<file path="src/rtl/ripple_count_monitor.sv">
// Filters and sequence-checks the asynchronous output of a free-running ripple counter.
// Optional stall detector is compiled in with RCM_STALL_DET_EN.
module ripple_count_monitor #(
  parameter int WIDTH   = 4,
  parameter int STABLE  = 2,
  parameter int ECW     = 8,
  parameter int TIMEOUT = 16
) (
  input  logic             clk_i,
  input  logic             rst_ni,
  input  logic [WIDTH-1:0] cnt_in_i,
  input  logic             clr_err_i,
  output logic [WIDTH-1:0] cur_val_o,
  output logic             locked_o,
  output logic             step_pulse_o,
  output logic             wrap_pulse_o,
  output logic             err_pulse_o,
  output logic [ECW-1:0]   err_cnt_o,
  output logic             stall_o
);

  localparam int SW = $clog2(STABLE + 1);
  localparam logic [0:0] ST_ACQ   = 1'b0;
  localparam logic [0:0] ST_TRACK = 1'b1;

  if (STABLE < 1 || TIMEOUT < 1) begin : g_bad_cfg
    $error("ripple_count_monitor: STABLE and TIMEOUT must be >= 1");
  end

  logic [WIDTH-1:0] s1_q, s2_q;
  logic [SW-1:0]    stab_q, stab_d;
  logic [0:0]       state_q, state_d;
  logic [WIDTH-1:0] cur_q, cur_d, cur_inc;
  logic             step_q, step_d, wrap_q, wrap_d, err_q, err_d;
  logic [ECW-1:0]   ecnt_q, ecnt_d;
  logic             same, accept;

  // s1 is the next value of s2, so comparing them is "s2 == previous s2" one stage early;
  // this gives STABLE+2 cycles from a steady input change to cur_val.
  assign same    = (s1_q == s2_q);
  assign accept  = same && (stab_q == SW'(STABLE - 1));
  assign cur_inc = cur_q + WIDTH'(1);

  always_comb begin
    stab_d = '0;
    if (same) stab_d = (stab_q == SW'(STABLE)) ? stab_q : stab_q + SW'(1);
  end

  always_comb begin
    state_d = state_q;
    cur_d   = cur_q;
    step_d  = 1'b0;
    wrap_d  = 1'b0;
    err_d   = 1'b0;
    if (accept) begin
      if (state_q == ST_ACQ) begin
        cur_d   = s2_q;
        state_d = ST_TRACK;
      end else if (s2_q == cur_inc) begin
        cur_d  = s2_q;
        step_d = 1'b1;
        wrap_d = &cur_q;
      end else if (s2_q != cur_q) begin
        cur_d = s2_q;
        err_d = 1'b1;
      end
    end
  end

  // A fresh error beats a coincident clear: the count restarts at 1.
  always_comb begin
    ecnt_d = ecnt_q;
    if (err_d) ecnt_d = clr_err_i ? ECW'(1) : ((&ecnt_q) ? ecnt_q : ecnt_q + ECW'(1));
    else if (clr_err_i) ecnt_d = '0;
  end

  always_ff @(posedge clk_i or negedge rst_ni) begin
    if (!rst_ni) begin
      s1_q    <= '0;
      s2_q    <= '0;
      stab_q  <= '0;
      state_q <= ST_ACQ;
      cur_q   <= '0;
      step_q  <= 1'b0;
      wrap_q  <= 1'b0;
      err_q   <= 1'b0;
      ecnt_q  <= '0;
    end else begin
      s1_q    <= cnt_in_i;
      s2_q    <= s1_q;
      stab_q  <= stab_d;
      state_q <= state_d;
      cur_q   <= cur_d;
      step_q  <= step_d;
      wrap_q  <= wrap_d;
      err_q   <= err_d;
      ecnt_q  <= ecnt_d;
    end
  end

  assign cur_val_o    = cur_q;
  assign locked_o     = (state_q == ST_TRACK);
  assign step_pulse_o = step_q;
  assign wrap_pulse_o = wrap_q;
  assign err_pulse_o  = err_q;
  assign err_cnt_o    = ecnt_q;

`ifdef RCM_STALL_DET_EN
  localparam int TW = $clog2(TIMEOUT + 1);
  logic [TW-1:0] timer_q, timer_d;

  // Timer restarts on the same edge that raises step_pulse, so stall drops with it.
  always_comb begin
    timer_d = timer_q;
    if (state_q == ST_ACQ || step_d) timer_d = '0;
    else if (timer_q != TW'(TIMEOUT)) timer_d = timer_q + TW'(1);
  end

  always_ff @(posedge clk_i or negedge rst_ni) begin
    if (!rst_ni) timer_q <= '0;
    else         timer_q <= timer_d;
  end

  assign stall_o = (timer_q == TW'(TIMEOUT));
`else
  assign stall_o = 1'b0;
`endif

endmodule

</file>
<file path="config.mk">
export PLATFORM = sky130hd
export DESIGN_NAME = ripple_count_monitor
export DESIGN_NICKNAME = d
export VERILOG_FILES = /design/src/rtl/ripple_count_monitor.sv
export SDC_FILE = /design/constraint.sdc
export NUM_CORES = 1
export LEC_CHECK = 0
export CAP_MARGIN = 20
export CORE_MARGIN = 5
export CORE_UTILIZATION = 50
export DETAILED_ROUTE_END_ITERATION = 10
export GPL_TIMING_DRIVEN = 0
export PLACE_DENSITY_LB_ADDON = 0.3
export SLEW_MARGIN = 20
export SYNTH_ARGS = -nofsm -noshare
export SYNTH_HDL_FRONTEND = slang
export SYNTH_SLANG_ARGS = --single-unit
export TNS_END_PERCENT = 30
</file>
<file path="constraint.sdc">
create_clock -name clk_i -period 2.81 [get_ports clk_i]
set_clock_uncertainty 0.15 [all_clocks]
set_input_delay 0.4215 -clock clk_i [delete_from_list [all_inputs] [get_ports clk_i]]
set_output_delay 0.4215 -clock clk_i [all_outputs]
set_load 0.03 [all_outputs]
</file>
==> flow_summary.json <==
{
  "cp.arrival_ns": 2.59,
  "core_area_um2": 2410,
  "final_cell_mix": "dfrtp_1 (26), clkdlybuf4s50_1 (20), nand2_1 (15)",
  "p_leak_nw": 0.649,
  "final_common_cell": "dfrtp_1",
  "drc": 0,
  "synth_compound_area_frac": 0.0884,
  "clk_pin_slew_worst_paths_ns": 0.14,
  "synth_top_area_frac": 0.528,
  "ys_types": 29,
  "setup_viol": 0,
  "synth_edf_count": 0,
  "worst_pin_slew_ns": 0.558,
  "gp_congestion": 0.822,
  "start_util": 0.511,
  "firstDrtPassIters": 5,
  "synthSimpleGateAreaFrac": 0.197,
  "grt_pass1_vias": 889,
  "die_h_um": 59.6,
  "routed_wl_um": 2300,
  "maxSlewViolCount": 0,
  "synth_ff_type": "dfrtp_1",
  "cts_setup_buffers": 0,
  "fin_crit_sh": 0.884,
  "pwr_density_cell_nw_per_um2": 526,
  "grt_max_degree": 27,
  "numClockSinks": 26,
  "yosys.area.top_type": "dfrtp_1",
  "status": "completed",
  "endpoint_kind": "flip-flop",
  "port_buffers": 21,
  "clock_latency_ns": 0.31,
  "rows": 18,
  "ant_nets": 0,
  "synth.mux.area_fraction": 0.00915,
  "synth-xor-area-share": 0.0925,
  "startpoint_type": "flip-flop",
  "crit_type": "flip-flop to flip-flop",
  "hold_ws_ns": 0.264,
  "tns_ns": 0,
  "drt_iter0_markers": 20,
  "io_pins": 24,
  "async_flop_share": 1.00,
  "synth_area_leaders": "dfrtp_1 (53%), xnor2_1 (7.1%), nand2_1 (4.6%)",
  "cts_buffer_depth": 2,
  "synth-seq-cells": 26,
  "dp_hpwl_um": 1720,
  "synth_top_family_by_area": "simple AND/OR/NAND/NOR gates",
  "hp-class": "flip-flop to flip-flop",
  "final_nets": 157,
  "finalHoldViolations": 0,
  "yosysSeqAreaShare": 0.528,
  "flow.area_growth_from_synthesis_pct": 24.8,
  "grt_util_all_layers": 0.144,
  "wl_per_cell_um": 13.2,
  "syn_avg_cell_area_um2": 10.3,
  "utilization": 0.638,
  "cap_violations": 0,
  "synthAdderAreaFrac": 0.0407,
  "post-route-min-period_ns": 2.48,
  "vias": 985,
  "n_antenna_cell": 0,
  "worst-path-max-fanout": 9,
  "cts-htree-levels": 1,
  "worst_ep_required_time_ns": 2.91,
  "syn_nets": 130,
  "cts_buffers": 3,
  "dieWidth_um": 59.6,
  "root_buffer": "clkbuf_4",
  "die_area_um2": 3550,
  "layout-drive-gt1-share": 0.0621,
  "overflow": 0,
  "rsz0062_at_grt": "no",
  "antenna_found_initial": 0,
  "syn_area_um2": 1230,
  "viasPerCell": 5.63,
  "fmax_mhz": 402,
  "netlist_instances": 119,
  "ys_warn_count": 0,
  "cts_tree": "built",
  "finalPower_w": 0.000808,
  "ir_worst_vdd_uv": 429,
  "grt_pass1_wl_um": 3910,
  "maxSlewHeadroom": 0.628
}
state kept, by name (all words and copies together), names as in the netlist:
name          flops
step_pulse_o      1
wrap_pulse_o      1
locked_o          1
s2_q              4
s1_q              4
stab_q            2
err_pulse_o       1
cur_val_o         4
err_cnt_o         8
area by class of cell:
class                   instances  area [um2]
multi-input cells              81         531
clock buffers                   3        22.5
plain buffers                   5        23.8
well taps                      30        37.5
fillers                       193         873
inverters                       7        26.3
repair buffers                 22         215
flip-flops and latches         26         651
clock inverters                 1        30.0
critical path, cell delays in order, from the launching register on:
cell     delay (ns)
dfrtp_1        0.48
xnor2_1        0.20
nand4_1        0.23
or4_1          0.55
buf_2          0.18
or4_1          0.48
a21oi_1        0.15
power breakdown:
part | switching [W] | total [W] | internal [W]
clock | 0.000111 | 0.000255 | 0.000144
combinational | 0.0000815 | 0.000140 | 0.0000584
sequential | 0.0000212 | 0.000414 | 0.000393
total | 0.000213 | 0.000808 | 0.000595
layer usage:
layer / global-route usage / up-vias / share of wire
met5: 0 / - / 0
met4: 0.0570 / 0 / 0.021
met3: 0.0196 / 6 / 0.053
met2: 0.228 / 26 / 0.50
met1: 0.201 / 478 / 0.43
li1: - / 475 / -
synthesized netlist by cell type, types with 2 or more instances:
library cell / n
a21oi_1: 8
and4_1: 4
clkbuf_1: 2
dfrtp_1: 26
ha_1: 4
inv_1: 7
nand2_1: 15
nand3_1: 5
nand4_1: 3
nor2_1: 4
nor3_1: 2
nor4_1: 2
o21ai_0: 2
o31ai_1: 4
or4_1: 6
xnor2_1: 10
xor2_1: 3
per-stage QoR:
step | instance area (um2) | setup slack [ns] | instances
detailed placement | 1470 | 0.335 | 170
global placement | 1480 | 0.446 | 170
floorplan | 1230 | 0.396 | 119
CTS | 1540 | 0.296 | 175
finish | 1540 | 0.325 | 175
global route | 1540 | 0.126 | 175
repair_timing:
action / CTS / global route
endpoints found under the hold margin: 26 / 0
resized for setup: 0 / 0
hold buffers: 1 / 0
final timing paths:
check	startpoint	to	slack, ns	cells after the start
worst min register to register	s1_q[1]	s2_q[1]	0.26	0
min in group asynchronous	rst_ni	err_cnt_o[5]	0.45	2
worst min-delay path	s1_q[1]	s2_q[1]	0.26	0
max in group asynchronous	rst_ni	step_pulse_o	1.69	2
worst max-delay path	s2_q[1]	err_cnt_o[3]	0.33	6
worst max register to register	s2_q[1]	err_cnt_o[3]	0.33	6
cell families after synthesis:
family | count (synthesis)
buf+inv | 12
flops | 26
fa+ha+maj | 4
simple gates | 45
mux | 1
xor+xnor | 13
other cells | 1
compound gates | 17
(Power assumes the default switching activity.)
